### src/rtl/prefetch_pkg.sv
// rtl/prefetch_pkg.sv - shared constants and types for the prefetch responder
package prefetch_pkg;

  localparam int DEF_ADDR_W = 16;
  localparam int DEF_DATA_W = 16;

  // Address the prefetcher emits when it has nothing to fetch
  localparam logic [DEF_ADDR_W-1:0] NULL_ADDR = 16'hFFFF;

  typedef enum logic [1:0] {
    IDLE  = 2'd0,
    ISSUE = 2'd1,
    WAIT  = 2'd2
  } fsm_state_t;

  typedef struct packed {
    logic                  valid;
    logic [DEF_ADDR_W-1:0] tag;
    logic [DEF_DATA_W-1:0] data;
  } pb_entry_t;

endpackage

### src/rtl/req_fifo.sv
// rtl/req_fifo.sv - prefetch request queue with associative duplicate match
module req_fifo
  import prefetch_pkg::*;
#(
  parameter int ADDR_W = DEF_ADDR_W,
  parameter int DEPTH  = 4
) (
  input  logic              clk,
  input  logic              rst,
  input  logic              push,
  input  logic [ADDR_W-1:0] push_addr,
  input  logic              pop,
  output logic [ADDR_W-1:0] head_addr,
  output logic              full,
  output logic              empty,
  input  logic [ADDR_W-1:0] match_addr,
  output logic              match
);

  localparam int PW = (DEPTH > 1) ? $clog2(DEPTH) : 1;

  logic [ADDR_W-1:0] mem [DEPTH];
  logic [DEPTH-1:0]  vld;
  logic [PW-1:0]     head;
  logic [PW-1:0]     tail;
  logic              do_pop;
  logic              do_push;

  // A per-slot valid bit keeps full/empty and the match scan trivial
  assign full      = &vld;
  assign empty     = ~|vld;
  assign head_addr = mem[head];
  assign do_pop    = pop && !empty;
  // A full queue still takes a push when the head leaves in the same cycle
  assign do_push   = push && (!full || do_pop);

  // Pointer and occupancy update; a push landing on the slot just popped wins
  always_ff @(posedge clk) begin
    if (rst) begin
      head <= '0;
      tail <= '0;
      vld  <= '0;
    end else begin
      if (do_pop) begin
        vld[head] <= 1'b0;
        head      <= head + 1'b1;
      end
      if (do_push) begin
        vld[tail] <= 1'b1;
        tail      <= tail + 1'b1;
      end
    end
  end

  // Payload storage needs no reset; validity is tracked separately
  always_ff @(posedge clk) begin
    if (do_push) begin
      mem[tail] <= push_addr;
    end
  end

  // Compare the probe address against every occupied slot
  always_comb begin
    match = 1'b0;
    for (int i = 0; i < DEPTH; i++) begin
      if (vld[i] && (mem[i] == match_addr)) begin
        match = 1'b1;
      end
    end
  end

endmodule

### src/rtl/prefetch_responder.sv
// rtl/prefetch_responder.sv - queues prefetches, fetches them, serves demand probes
module prefetch_responder
  import prefetch_pkg::*;
#(
  parameter int ADDR_W     = DEF_ADDR_W,
  parameter int DATA_W     = DEF_DATA_W,
  parameter int QDEPTH     = 4,
  parameter int PB_ENTRIES = 8
) (
  input  logic              clk,
  input  logic              rst,
  input  logic              req_valid,
  input  logic [ADDR_W-1:0] req_addr,
  output logic              req_drop,
  output logic              mem_req_valid,
  output logic [ADDR_W-1:0] mem_req_addr,
  input  logic              mem_req_ready,
  input  logic              mem_resp_valid,
  input  logic [DATA_W-1:0] mem_resp_data,
  input  logic              lookup_valid,
  input  logic [ADDR_W-1:0] lookup_addr,
  output logic              lookup_hit,
  output logic [DATA_W-1:0] lookup_data,
  output logic              busy
);

  localparam int PB_IW = (PB_ENTRIES > 1) ? $clog2(PB_ENTRIES) : 1;

  fsm_state_t        state;
  fsm_state_t        state_nxt;
  logic [ADDR_W-1:0] inflight_addr;

  pb_entry_t         pb [PB_ENTRIES];
  logic [PB_IW-1:0]  rr_ptr;

  logic              q_full;
  logic              q_empty;
  logic              q_match;
  logic [ADDR_W-1:0] q_head;
  logic              q_pop;

  logic              accept;
  logic              inflight_dup;
  logic              tag_dup;
  logic              push_want;
  logic              fill;
  logic              lk_match;
  logic              lk_take;
  logic [PB_IW-1:0]  lk_idx;
  logic              any_free;
  logic [PB_IW-1:0]  free_idx;
  logic [PB_IW-1:0]  victim;

  req_fifo #(
    .ADDR_W (ADDR_W),
    .DEPTH  (QDEPTH)
  ) u_req_fifo (
    .clk        (clk),
    .rst        (rst),
    .push       (push_want),
    .push_addr  (req_addr),
    .pop        (q_pop),
    .head_addr  (q_head),
    .full       (q_full),
    .empty      (q_empty),
    .match_addr (req_addr),
    .match      (q_match)
  );

  // Duplicate checks all look at registered state, so same-cycle pushes,
  // pops and fills never influence them
  assign accept       = req_valid && (req_addr != NULL_ADDR);
  assign inflight_dup = (state != IDLE) && (inflight_addr == req_addr);
  assign push_want    = accept && !q_match && !inflight_dup && !tag_dup;
  assign lk_take      = lookup_valid && lk_match;
  assign victim       = any_free ? free_idx : rr_ptr;
  assign busy         = !q_empty || (state != IDLE);

  // Scan the buffer once for the duplicate tag, the probe hit and the lowest free slot
  always_comb begin
    tag_dup  = 1'b0;
    lk_match = 1'b0;
    lk_idx   = '0;
    any_free = 1'b0;
    free_idx = '0;
    for (int i = PB_ENTRIES - 1; i >= 0; i--) begin
      if (pb[i].valid) begin
        if (pb[i].tag == req_addr) begin
          tag_dup = 1'b1;
        end
        if (pb[i].tag == lookup_addr) begin
          lk_match = 1'b1;
          lk_idx   = PB_IW'(i);
        end
      end else begin
        any_free = 1'b1;
        free_idx = PB_IW'(i);
      end
    end
  end

  // Next-state and memory-port drive for the one-outstanding-request FSM
  always_comb begin
    state_nxt     = state;
    q_pop         = 1'b0;
    fill          = 1'b0;
    mem_req_valid = 1'b0;
    mem_req_addr  = NULL_ADDR;
    case (state)
      IDLE: begin
        if (!q_empty) begin
          q_pop     = 1'b1;
          state_nxt = ISSUE;
        end
      end
      ISSUE: begin
        mem_req_valid = 1'b1;
        mem_req_addr  = inflight_addr;
        if (mem_req_ready) begin
          state_nxt = WAIT;
        end
      end
      WAIT: begin
        if (mem_resp_valid) begin
          fill      = 1'b1;
          state_nxt = IDLE;
        end
      end
      default: state_nxt = IDLE;
    endcase
  end

  // State register; the popped head becomes the in-flight address
  always_ff @(posedge clk) begin
    if (rst) begin
      state         <= IDLE;
      inflight_addr <= '0;
    end else begin
      state <= state_nxt;
      if (q_pop) begin
        inflight_addr <= q_head;
      end
    end
  end

  // Registered drop pulse for a non-duplicate request that found the queue full
  always_ff @(posedge clk) begin
    if (rst) begin
      req_drop <= 1'b0;
    end else begin
      req_drop <= push_want && q_full && !q_pop;
    end
  end

  // Buffer update: a hit consumes its entry, a fill writes the victim, fill wins on overlap
  always_ff @(posedge clk) begin
    if (rst) begin
      for (int i = 0; i < PB_ENTRIES; i++) begin
        pb[i] <= '0;
      end
      rr_ptr      <= '0;
      lookup_hit  <= 1'b0;
      lookup_data <= '0;
    end else begin
      lookup_hit  <= lk_take;
      lookup_data <= lk_take ? pb[lk_idx].data : '0;
      if (lk_take) begin
        pb[lk_idx].valid <= 1'b0;
      end
      if (fill) begin
        pb[victim] <= '{valid: 1'b1, tag: inflight_addr, data: mem_resp_data};
        if (!any_free) begin
          rr_ptr <= (rr_ptr == PB_IW'(PB_ENTRIES - 1)) ? '0 : rr_ptr + 1'b1;
        end
      end
    end
  end

endmodule

### config.mk
export PLATFORM = sky130hd
export DESIGN_NAME = prefetch_responder
export DESIGN_NICKNAME = d
export VERILOG_FILES = /design/src/rtl/prefetch_pkg.sv /design/src/rtl/req_fifo.sv /design/src/rtl/prefetch_responder.sv
export SDC_FILE = /design/constraint.sdc
export NUM_CORES = 1
export LEC_CHECK = 0
export CAP_MARGIN = 20
export CORE_ASPECT_RATIO = 1.75
export CORE_MARGIN = 3
export CORE_UTILIZATION = 50
export DETAILED_ROUTE_END_ITERATION = 7
export PLACE_DENSITY = 0.69
export SLEW_MARGIN = 20
export SYNTH_ARGS = -nofsm -noshare
export SYNTH_HDL_FRONTEND = slang
export SYNTH_HIERARCHICAL = 1
export SYNTH_SLANG_ARGS = --single-unit
### constraint.sdc
create_clock -name clk -period 5.6 [get_ports clk]
set_input_delay 0.84 -clock clk [delete_from_list [all_inputs] [get_ports clk]]
set_output_delay 0.84 -clock clk [all_outputs]
set_load 0.1 [all_outputs]
==> results of run 1 <==
==> final timing paths <==
kind / from / end / depth (start not counted)
worst max-delay path: req_addr[5] / u_req_fifo/mem[0][11]$_DFFE_PP_ / 11
worst max register to register: u_req_fifo/vld[2]$_SDFF_PP0_ / u_req_fifo/vld[0]$_SDFF_PP0_ / 8
worst min-delay path: inflight_addr[9]$_SDFFE_PP0P_ / inflight_addr[9]$_SDFFE_PP0P_ / 2
worst min register to register: inflight_addr[9]$_SDFFE_PP0P_ / inflight_addr[9]$_SDFFE_PP0P_ / 2
==> registers in the layout (all words and copies together) (netlist names), named ones only <==
name / flops
u_req_fifo/vld: 4
rr_ptr: 3
req_drop: 1
lookup_data: 16
u_req_fifo/mem: 64
u_req_fifo/head: 2
inflight_addr: 16
pb: 264
u_req_fifo/tail: 2
lookup_hit: 1
state: 2
==> power by group through the flow <==
stage | registers, uW | clock network (uW) | logic [uW]
after global routing | 3330 | 2560 | 927
final | 3320 | 2420 | 884
after detailed placement | 3380 | 0 | 874
after global placement | 3370 | 0 | 866
after floorplan | 3280 | 0 | 614
after CTS | 3320 | 2450 | 878
==> final cells by class <==
cell class,instances,area (um2)
clock buffer,47,983.4
multi-input combinational,1177,8594
fill,3248,16820
sequential,377,10750
antenna,1,2.502
tap,490,613.1
clock inverter,19,155.1
inverter,9,33.78
timing repair buffer,143,1321
==> stage by stage <==
| step | utilization | worst slack [ns] | hold WS [ns] |
|---|---|---|---|
| 2_1_floorplan | - | 1.610 | 0.4911 |
| 3_3_place_gp | 0.5426 | 1.047 | 0.4558 |
| 3_5_place_dp | 0.5426 | 0.9319 | 0.4670 |
| 4_1_cts | 0.5716 | 1.498 | 0.4757 |
| 5_1_grt | 0.5716 | 1.293 | 0.5032 |
| 6_report | 0.5717 | 1.384 | 0.4733 |
==> critical path: cells and delay by family <==
family          cells  cell delay [ns]
compound gates      1             0.37
xor+xnor            1             0.19
buf+inv             1             1.02
simple gates        8             2.01
==> placed cells by master (no fill, tap or decap), types with 8 or more instances in the layout <==
cell,count
sky130_fd_sc_hd__or4_1,8
sky130_fd_sc_hd__nor4_1,50
sky130_fd_sc_hd__nor4b_1,8
sky130_fd_sc_hd__a21boi_1,29
sky130_fd_sc_hd__xnor2_1,171
sky130_fd_sc_hd__o2111ai_1,16
sky130_fd_sc_hd__edfxtp_1,320
sky130_fd_sc_hd__buf_4,52
sky130_fd_sc_hd__a21oi_1,23
sky130_fd_sc_hd__and2_1,256
sky130_fd_sc_hd__nand2b_1,20
sky130_fd_sc_hd__o21ai_1,40
sky130_fd_sc_hd__nand3_1,16
sky130_fd_sc_hd__nor3_1,21
sky130_fd_sc_hd__dfxtp_1,56
sky130_fd_sc_hd__nor2_1,29
sky130_fd_sc_hd__and3_1,50
sky130_fd_sc_hd__mux4_2,16
sky130_fd_sc_hd__clkdlybuf4s50_1,89
sky130_fd_sc_hd__clkbuf_1,8
sky130_fd_sc_hd__clkinv_2,10
sky130_fd_sc_hd__xor2_1,168
sky130_fd_sc_hd__clkbuf_16,37
sky130_fd_sc_hd__o21ai_0,12
sky130_fd_sc_hd__mux2i_1,19
sky130_fd_sc_hd__a21boi_0,20
sky130_fd_sc_hd__inv_1,8
sky130_fd_sc_hd__or2_2,9
sky130_fd_sc_hd__nand4_1,56
sky130_fd_sc_hd__ha_1,10
sky130_fd_sc_hd__nand2_1,61
==> per-layer routing <==
layer | routed length, um | share of wire
met5 | 0 | 0
met4 | 5582 | 0.089
met3 | 3416 | 0.054
met2 | 33230 | 0.53
met1 | 20800 | 0.33
==> cell families after synthesis <==
logic type / synth area share
mux: 0.02767
fa+ha+maj: 0.006289
buf+inv: 0.03082
xor+xnor: 0.1492
flops: 0.5403
simple gates: 0.1885
compound gates: 0.05717
==> results_tabular.tex, run 1 <==
\begin{tabular}{lr}
\hline
Metric & Value \\
\hline
\multicolumn{2}{l}{\textbf{Clock tree}} \\
\quad Bufs on Longest Clock Path & 3 \\
\quad Post-CTS Hold Fix Bufs & 0 \\
\quad Total clock buffers created by CTS & 36 \\
\quad TritonCTS clock tree & built \\
\quad Number of clock sinks & 377 \\
\quad Clock transition at path regs & 0.06 ns \\
\quad Deepest level of the CTS H-tree & 2 \\
\quad CTS resizes & 0 \\
\quad Root buf cell & sky130\_fd\_sc\_hd\_\_clkbuf\_16 \\
\quad Clock latency reported for the late side of the worst-skew pair & 0.56 ns \\
\quad Count of buffers added by post-CTS timing repair for setup & 0 \\
\multicolumn{2}{l}{\textbf{Critical path}} \\
\quad Slowest Stage Delay on Critical Path & 1.02 ns \\
\quad Critical path endpoint category & register \\
\quad Crit Path Max Fanout & 17 \\
\quad Critical Path RT & 5.82 ns \\
\quad Worst reg-to-reg setup slack & 2.07 ns \\
\quad Critical Path AT & 4.44 ns \\
\quad Series of cell instances along the critical path & clkdlybuf4s50\_1 -> xor2\_1 -> nor4\_1 -> nand4\_1 -> nor4\_1 -> or4\_1 -> nor4b\_1 -> nand4\_1 -> nor2\_1 -> a21boi\_2 -> and2\_4 \\
\quad Critical Path Slowest Stage Cell & sky130\_fd\_sc\_hd\_\_clkdlybuf4s50\_1 \\
\quad Type of the worst setup path & primary input to register \\
\quad Nature of the critical path startpoint & primary input \\
\multicolumn{2}{l}{\textbf{Floorplan}} \\
\quad Effective utilization at floorplan & 0.5065 \\
\quad Vertical extent of the die & 269.9 um \\
\quad Chip width & 156.8 um \\
\quad Floorplan Core Area & 39280 um2 \\
\quad Placement row count & 96 \\
\quad Total I/O pin count & 90 \\
\quad Area enclosed by the die boundary & 42310 um2 \\
\multicolumn{2}{l}{\textbf{Routing}} \\
\quad Aggregate routed wire length & 63030 um \\
\quad Post-detailed-route count of antenna-violating nets & 0 \\
\quad Via-to-Cell Ratio & 6.078 \\
\quad Avg WL per Cell & 27.85 um \\
\quad Count of unresolved DRC violations after routing & 0 \\
\quad Routed via count & 13760 \\
\quad Drt pass-1 iters & 5 \\
\quad Number of DRC markers after the initial detailed-route iteration & 918 \\
\multicolumn{2}{l}{\textbf{Timing}} \\
\quad Worst rel slew slack & 0.3101 \\
\quad Min Tclk post-route & 4.216 ns \\
\quad Portion of the clock cycle consumed by the worst path in the final layout & 0.7529 \\
\quad Final count of hold timing violations & 0 \\
\quad Total setup violations reported at the end of the flow & 0 \\
\quad Clock Skews & 0.03343 ns \\
\quad Setup repair after global routing missed its margin & false \\
\quad Setup TNS after final layout & 0 ns \\
\quad Transition time at the pin with the least slew margin & 1.035 ns \\
\quad Final slew viol count & 0 \\
\quad Maximum clock rate & 0.2372 GHz \\
\multicolumn{2}{l}{\textbf{Pwr}} \\
\quad Logic gate share of total power & 0.133 \\
\quad Cell leakage power & 0.007946 uW \\
\quad Cell internal power dissipation & 4806 uW \\
\quad Clock network power share & 0.366 \\
\quad PnR Total Power & 6627 uW \\
\quad Part of the total power dissipated in sequential elements & 0.501 \\
\quad Switching component of the power & 1821 uW \\
\quad Net Sw Frac & 0.2748 \\
\quad Total power per unit cell area & 295.1 nW/um2 \\
\quad Worst IR drop on VDD & 0.0003268 V \\
\multicolumn{2}{l}{\textbf{Global routing}} \\
\quad Largest net degree at the start of global routing & 86 \\
\quad Number of antenna violations at the first check in global routing & 0 \\
\quad Total congestion overflow after global routing & 0 \\
\quad Met3 GRT Util & 0.04425 \\
\quad GRT met1 Usage & 0.3034 \\
\quad Global-route wire length before repair & 90910 um \\
\quad Global-route total usage across every layer & 0.2952 \\
\quad Global route hottest layer & met2 \\
\quad Global-route track usage on met2 & 0.5285 \\
\quad Via count of the first global-routing pass & 14190 \\
\multicolumn{2}{l}{\textbf{Logic synthesis}} \\
\quad Net Count, Synth & 1754 \\
\quad Seq cells post-synth & 377 \\
\quad Count of yosys warnings during synthesis & 6 \\
\quad Synth cell types & 66 \\
\quad Average instance area after synthesis & 11.77 um2 \\
\quad Most used flip-flop cell after synthesis & sky130\_fd\_sc\_hd\_\_edfxtp\_1 \\
\quad Commonest cells in the synthesized netlist & 320 x sky130\_fd\_sc\_hd\_\_edfxtp\_1, 256 x sky130\_fd\_sc\_hd\_\_and2\_1, 171 x sky130\_fd\_sc\_hd\_\_xnor2\_1 \\
\quad Most used standard cell by instance count after synthesis & sky130\_fd\_sc\_hd\_\_edfxtp\_1 \\
\quad Dominant cell type by area after synthesis & sky130\_fd\_sc\_hd\_\_edfxtp\_1 \\
\quad Post-synthesis sequential area ratio & 0.5403 \\
\quad Post-Synthesis Cell Area & 19900 um2 \\
\quad Async set-reset flop share out of synthesis & 0 \\
\quad Portion of synthesized cell area occupied by the leading cell type & 0.4830 \\
\quad Post-synthesis cell count & 1690 \\
\quad Number of synthesized flops with an enable pin & 320 \\
\quad Synth top area cells & sky130\_fd\_sc\_hd\_\_edfxtp\_1 48\%, sky130\_fd\_sc\_hd\_\_and2\_1 8.0\%, sky130\_fd\_sc\_hd\_\_xnor2\_1 7.5\% \\
\multicolumn{2}{l}{\textbf{Finish}} \\
\quad Number of standard cells in the layout, taps in and fillers out & 2263 \\
\quad Post-route cell area & 22460 um2 \\
\quad Ratio of cells with drive above 1 in the final layout & 0.09029 \\
\quad Final Net Count & 1808 \\
\quad Relative area change from synthesis to final layout & 12.87\% \\
\multicolumn{2}{l}{\textbf{Placed design}} \\
\quad Global placer's final weighted congestion & 1.059 \\
\quad Count of buffers from port buffering & 89 \\
\quad Standard cell area after detailed placement & 21310 um2 \\
\quad Post-detail-place hpwl & 44740 um \\
\quad DP Cell Count & 2196 \\
\multicolumn{2}{l}{\textbf{Run status}} \\
\quad Status & complete, no violations \\
\multicolumn{2}{l}{\textbf{Hold path}} \\
\quad Worst min-delay path category & register to register \\
\multicolumn{2}{l}{\textbf{Job}} \\
\quad Max cap viols & 0 \\
\hline
\end{tabular}
(Power assumes the default switching activity.)
==> run 2: changes to the inputs <==
==> constraint.sdc (replaced) <==
create_clock -name clk -period 4.21 [get_ports clk]
set_input_delay 0.6315 -clock clk [delete_from_list [all_inputs] [get_ports clk]]
set_output_delay 0.6315 -clock clk [all_outputs]
set_load 0.1 [all_outputs]
==> results_tabular.tex, run 2 (synthesized netlist as in run 1, its figures left out) <==
\begin{tabular}{lr}
\hline
Metric & Value \\
\hline
\multicolumn{2}{l}{\textbf{Finish}} \\
\quad Final Net Count & 1858 (was 1808) \\
\quad Relative area change from synthesis to final layout & 16.43\% (was 12.87\%) \\
\quad Post-route cell area & 23160 um2 (was 22460 um2) \\
\quad Commonest non-fill, non-tap cell in the layout & sky130\_fd\_sc\_hd\_\_edfxtp\_1 (unchanged) \\
\quad \# diodes & 0 (was 1) \\
\quad Number of flip-flops under the largest register name & 264 (unchanged) \\
\quad Ratio of cells with drive above 1 in the final layout & 0.1218 (was 0.09029) \\
\quad Largest register by flop count & pb (unchanged) \\
\quad Biggest regs & pb: 264 flops, u\_req\_fifo/mem: 64 flops (unchanged) \\
\quad Commonest cells after routing, fill and taps aside & 320 x sky130\_fd\_sc\_hd\_\_edfxtp\_1, 256 x sky130\_fd\_sc\_hd\_\_and2\_1, 171 x sky130\_fd\_sc\_hd\_\_xnor2\_1 (unchanged) \\
\quad Count of fill cells added during filler insertion & 3222 (was 3248) \\
\multicolumn{2}{l}{\textbf{Job}} \\
\quad Max cap viols & 0 (unchanged) \\
\multicolumn{2}{l}{\textbf{Clock tree}} \\
\quad CTS resizes & 0 (unchanged) \\
\quad Root buf cell & sky130\_fd\_sc\_hd\_\_clkbuf\_16 (unchanged) \\
\quad Number of clock sinks & 377 (unchanged) \\
\quad TritonCTS clock tree & built (unchanged) \\
\quad Deepest level of the CTS H-tree & 2 (unchanged) \\
\quad Clock transition at path regs & 0.05 ns (was 0.06 ns) \\
\quad Bufs on Longest Clock Path & 3 (unchanged) \\
\quad Post-CTS Hold Fix Bufs & 0 (unchanged) \\
\quad Count of buffers added by post-CTS timing repair for setup & 0 (unchanged) \\
\quad Clock latency reported for the late side of the worst-skew pair & 0.55 ns (was 0.56 ns) \\
\quad Total clock buffers created by CTS & 38 (was 36) \\
\multicolumn{2}{l}{\textbf{Global routing}} \\
\quad Number of antenna violations at the first check in global routing & 1 (was 0) \\
\quad Largest net degree at the start of global routing & 41 (was 86) \\
\quad Global-route wire length before repair & 90830 um (was 90910 um) \\
\quad Via count of the first global-routing pass & 14460 (was 14190) \\
\quad Global-route total usage across every layer & 0.2924 (was 0.2952) \\
\quad Total congestion overflow after global routing & 0 (unchanged) \\
\multicolumn{2}{l}{\textbf{Timing}} \\
\quad Clock Skews & 0.02454 ns (was 0.03343 ns) \\
\quad PnR worst setup slack & 0.4836 ns (was 1.384 ns) \\
\quad Setup repair after global routing missed its margin & false (unchanged) \\
\quad Transition time at the pin with the least slew margin & 0.9811 ns (was 1.035 ns) \\
\quad Setup TNS after final layout & 0 ns (unchanged) \\
\quad Portion of the clock cycle consumed by the worst path in the final layout & 0.8851 \\
\quad Worst rel slew slack & 0.3439 (was 0.3101) \\
\quad Maximum clock rate & 0.2684 GHz \\
\quad Total setup violations reported at the end of the flow & 0 (unchanged) \\
\quad Final count of hold timing violations & 0 (unchanged) \\
\quad Min Tclk post-route & 3.726 ns \\
\quad Final slew viol count & 0 (unchanged) \\
\multicolumn{2}{l}{\textbf{Pwr}} \\
\quad Part of the total power dissipated in sequential elements & 0.471 (was 0.501) \\
\quad Net Sw Frac & 0.2633 (was 0.2748) \\
\quad Total power per unit cell area & 400.1 nW/um2 (was 295.1 nW/um2) \\
\quad Clock network power share & 0.392 (was 0.366) \\
\quad Logic gate share of total power & 0.136 (was 0.133) \\
\quad Switching component of the power & 2440 uW (was 1821 uW) \\
\quad Worst IR drop on VDD & 0.0003690 V (was 0.0003268 V) \\
\quad Cell leakage power & 0.008345 uW (was 0.007946 uW) \\
\quad Cell internal power dissipation & 6827 uW (was 4806 uW) \\
\quad PnR Total Power & 9267 uW (was 6627 uW) \\
\multicolumn{2}{l}{\textbf{Hold path}} \\
\quad Startpoint of the tightest hold check path & inflight\_addr[12]\$\_SDFFE\_PP0P\_ (was inflight\_addr[9]\$\_SDFFE\_PP0P\_) \\
\quad Worst min-delay path category & register to register (unchanged) \\
\multicolumn{2}{l}{\textbf{Floorplan}} \\
\quad Effective utilization at floorplan & 0.5065 (unchanged) \\
\quad Vertical extent of the die & 269.9 um (unchanged) \\
\quad Area enclosed by the die boundary & 42310 um2 (unchanged) \\
\quad Chip width & 156.8 um (unchanged) \\
\quad Total I/O pin count & 90 (unchanged) \\
\quad Placement row count & 96 (unchanged) \\
\quad Floorplan Core Area & 39280 um2 (unchanged) \\
\multicolumn{2}{l}{\textbf{Placed design}} \\
\quad Post-detail-place hpwl & 45790 um (was 44740 um) \\
\quad Setup WS pre-CTS & 0.008027 ns (was 0.9319 ns) \\
\quad Global placer's final weighted congestion & 1.002 (was 1.059) \\
\quad Standard cell area after detailed placement & 21820 um2 (was 21310 um2) \\
\quad Count of buffers from port buffering & 89 (unchanged) \\
\multicolumn{2}{l}{\textbf{Critical path}} \\
\quad Critical Path Start & req\_addr[6] (was req\_addr[5]) \\
\quad Slowest Stage Delay on Critical Path & 0.66 ns (was 1.02 ns) \\
\quad Crit Path Max Fanout & 17 (unchanged) \\
\quad Critical Path AT & 3.95 ns (was 4.44 ns) \\
\quad Critical Path RT & 4.43 ns (was 5.82 ns) \\
\quad Worst r2r src & u\_req\_fifo/mem[2][14]\$\_DFFE\_PP\_ (was u\_req\_fifo/vld[2]\$\_SDFF\_PP0\_) \\
\quad Dominant delay contributor by cell family on the critical path & simple AND/OR/NAND/NOR gates (unchanged) \\
\quad Critical path endpoint category & register (unchanged) \\
\quad Critical Path Slowest Stage Cell & sky130\_fd\_sc\_hd\_\_clkdlybuf4s50\_1 (unchanged) \\
\quad Nature of the critical path startpoint & primary input (unchanged) \\
\quad Type of the worst setup path & primary input to register (unchanged) \\
\quad Most Frequent Cell on Critical Path & sky130\_fd\_sc\_hd\_\_nand4\_1 \\
\quad Number of buffers and inverters on the critical path & 2 (was 1) \\
\quad Series of cell instances along the critical path & clkdlybuf4s50\_1 -> buf\_4 -> xnor2\_1 -> nand4\_1 -> nor4\_1 -> or4\_1 -> nor4b\_1 -> nand4\_1 -> nor2\_1 -> a21boi\_2 -> and2\_4 (was clkdlybuf4s50\_1 -> xor2\_1 -> nor4\_1 -> nand4\_1 -> nor4\_1 -> or4\_1 -> nor4b\_1 -> nand4\_1 -> nor2\_1 -> a21boi\_2 -> and2\_4) \\
\multicolumn{2}{l}{\textbf{Routing}} \\
\quad Routed via count & 13850 (was 13760) \\
\quad Number of DRC markers after the initial detailed-route iteration & 827 (was 918) \\
\quad Avg WL per Cell & 26.88 um (was 27.85 um) \\
\quad Via-to-Cell Ratio & 5.986 (was 6.078) \\
\quad Drt pass-1 iters & 5 (unchanged) \\
\quad Aggregate routed wire length & 62170 um (was 63030 um) \\
\quad Count of unresolved DRC violations after routing & 0 (unchanged) \\
\quad Post-detailed-route count of antenna-violating nets & 0 (unchanged) \\
\multicolumn{2}{l}{\textbf{Run status}} \\
\quad Status & complete, no violations (unchanged) \\
\hline
\end{tabular}
run 2: tightest hold or removal path: cells and delay by family, from the launching register on:
family | cells | cell delay (ns)
simple gates | 1 | 0.05
flops | 1 | 0.31
compound gates | 1 | 0.05
run 2: per-layer routing:
layer	vias to the layer above	track usage	part of all wire
li1	6201	-	-
met5	-	0	0
met2	573	0.5323	0.53
met4	0	0.2223	0.094
met1	6819	0.2908	0.32
met3	253	0.04313	0.051
run 2: per-stage QoR:
stage	utilization	hold slack, ns	std cells
after detailed placement	0.5556	0.4565	2244
final	0.5897	0.4623	2313
after global routing	0.5897	0.4818	2313
after floorplan	-	0.4911	1690
after CTS	0.5897	0.4642	2313
after global placement	0.5556	0.4463	2244
run 2: layout make-up:
cell class | count | area, um2 | area share
Sequential cell | 377 | 10750 | 0.4642
Multi-Input combinational cell | 1177 | 8594 | 0.3710
Timing Repair Buffer | 191 | 1829 | 0.07897
Clock buffer | 57 | 1177 | 0.05083
Tap cell | 490 | 613.1 | 0.02647
Clock inverter | 12 | 163.9 | 0.007076
Inverter | 9 | 33.78 | 0.001458
run 2: path summary, 6_finish.rpt:
path / cells past startpoint / slack (ns) / end
worst max-delay path: 11 / 0.48 / u_req_fifo/mem[1][1]$_DFFE_PP_
worst min-delay path: 2 / 0.46 / inflight_addr[12]$_SDFFE_PP0P_
worst max register to register: 10 / 0.85 / u_req_fifo/mem[1][1]$_DFFE_PP_
worst min register to register: 2 / 0.46 / inflight_addr[12]$_SDFFE_PP0P_
run 2: power by group through the flow:
stage | sequential, uW | clock, uW | combinational, uW
6_report | 4370 | 3640 | 1260
5_1_grt | 4380 | 3820 | 1320
4_1_cts | 4360 | 3680 | 1250
3_5_place_dp | 4440 | 0 | 1250
3_3_place_gp | 4440 | 0 | 1240
2_1_floorplan | 4360 | 0 | 817
==> RTL edit: new RTL, settings of run 2 <==
`DEF_ADDR_W`: 16 -> 17.
--- a/src/rtl/prefetch_pkg.sv
+++ b/src/rtl/prefetch_pkg.sv
@@ -3,3 +3,3 @@
 
-  localparam int DEF_ADDR_W = 16;
+  localparam int DEF_ADDR_W = 17;
   localparam int DEF_DATA_W = 16;
Ports: changed (resized lookup_addr, mem_req_addr and req_addr); port bits go from 90 to 93. The function was not compared with the original's and may differ.
==> RTL edit against run 2 <==
- sequential power up 4%
- cell area down 0.78%
- synthesized area fell by 0.18%
- sequential share of layout area up 2.0 points
- power grew 1.2%
- wire length is 0.19% higher
- sequential cell count grew 13
- global-route usage grew 0.12 points
- worst setup slack better by 0.098 ns
- critical path type unchanged
- largest cell class unchanged
- largest power group unchanged
==> RTL edit: results <==
export IMPL_outcome="finished, final reports clean"
export IMPL_grt_pass1_wl_um=90300
export IMPL_dp_slack_ns=0.119
export IMPL_fill_cells=3155
export IMPL_via_per_inst=5.94
export IMPL_root_buffer="clkbuf_16"
export IMPL_ys_types=51
export IMPL_arrival_ns=3.85
export IMPL_reg2reg_slack_ns=1.02
export IMPL_syn_nets=1658
export IMPL_fin_tns_setup_ns=0
export IMPL_holdCritPathClass="in2reg"
export IMPL_design_power_total_mw=9.37
export IMPL_first_global_vias=13700
export IMPL_critPathMaxStageDelay_ns=0.88
export IMPL_largestRegisters="pb x272, u_req_fifo/mem x68, inflight_addr x17"
export IMPL_slowest_stage="clkdlybuf4s50_1"
export IMPL_drive_gt1_frac=0.119
export IMPL_pwr_share_seq=0.484
export IMPL_slew_headroom=0.269
export IMPL_place_inst=2140
export IMPL_synth_common_cells="edfxtp_1 (332), xnor2_1 (257), and2_1 (201)"
export IMPL_grt_max_degree=39
export IMPL_grt_use_total=0.294
export IMPL_synth_edf_count=332
export IMPL_rr_worst_depth=11
export IMPL_final_cell_count_no_fill=2206
export IMPL_skew_ns=0.0269
export IMPL_synthFlopType="edfxtp_1"
export IMPL_antenna_found_initial=1
export IMPL_post_cts_buffers=0
export IMPL_dp_final_hpwl_um=43200
export IMPL_crit_fanout=18
export IMPL_pwr_share_clk=0.379
export IMPL_nets=1755
export IMPL_ys_async_sr_fraction=0
export IMPL_synth_cells=1592
export IMPL_htreeDepth=2
export IMPL_yosysWarnings=6
export IMPL_cts_buffers_inserted=37
export IMPL_wl_um=62300
export IMPL_p_int_mw=6.92
export IMPL_synth_area_leaders="edfxtp_1 (50%), xnor2_1 (11%), and2_1 (6.3%), dfxtp_1 (5.8%), xor2_1 (4.5%)"
export IMPL_ctsResizeCount=0
export IMPL_gp_congestion=0.970
export IMPL_power_leakage_nw=8.52
export IMPL_path_clk_slew_ns=0.07
export IMPL_post_route_period_util=0.862
export IMPL_insertedDiodeCount=0
export IMPL_ir_drop_uv=346
export IMPL_cts_max_path_buffers=3
export IMPL_clock_latency_ns=0.55
export IMPL_path_delay_family="simple AND/OR/NAND/NOR gates"
export IMPL_holdPathStages=2
export IMPL_port_buffers=92
export IMPL_ys_seq_area_frac=0.560
export IMPL_drt_iter0_drc=974
-- RTL edit: changes by cell type in the layout (fill, tap and decap cells not counted), sizes merged, moves of 16 or more --
cell / delta
a21boi: -48
and2: -56
and3: +17
mux2i: +47
nand4: +30
nor4: -24
o2111ai: -17
o21ai: -48
o221ai: +16
o22a: +16
xnor2: +86
xor2: -66
-- RTL edit: layout make-up --
class / instances / area (um2) / area share
clock buffers: 52 / 1040 / 0.0455
clock inverters: 14 / 230 / 0.0100
inverters: 9 / 33.8 / 0.00147
multi-input cells: 1069 / 8170 / 0.356
flip-flops and latches: 390 / 11100 / 0.484
well taps: 490 / 613 / 0.0267
repair buffers: 182 / 1760 / 0.0764
-- RTL edit: path summary, 6_finish.rpt --
check | from | end
min | rst | rr_ptr[1]
max reg2reg | pb[6][33] | pb[6][12]
max | req_addr[12] | u_req_fifo/mem[1][6]
min reg2reg | rr_ptr[1] | rr_ptr[1]
-- RTL edit: kinds of logic after synthesis --
logic type      Yosys count  synth area share
simple gates            537             0.160
flops                   390             0.560
xor+xnor                359             0.158
buf+inv                 133            0.0306
mux                      83            0.0525
compound gates           80            0.0322
fa+ha+maj                10           0.00630
-- RTL edit: stage by stage --
stage / cell area [um2] / hold slack (ns)
2_1_floorplan: 19900 / 0.485
3_3_place_gp: 21700 / 0.518
3_5_place_dp: 21700 / 0.519
4_1_cts: 23000 / 0.439
5_1_grt: 23000 / 0.458
6_report: 23000 / 0.462
-- RTL edit: metal layers --
layer / part of all wire / track usage / vias to the layer above
li1: - / - / 5842
met1: 0.34 / 0.321 / 6491
met2: 0.52 / 0.520 / 557
met3: 0.059 / 0.0424 / 206
met4: 0.079 / 0.194 / 0
met5: 0 / 0 / -
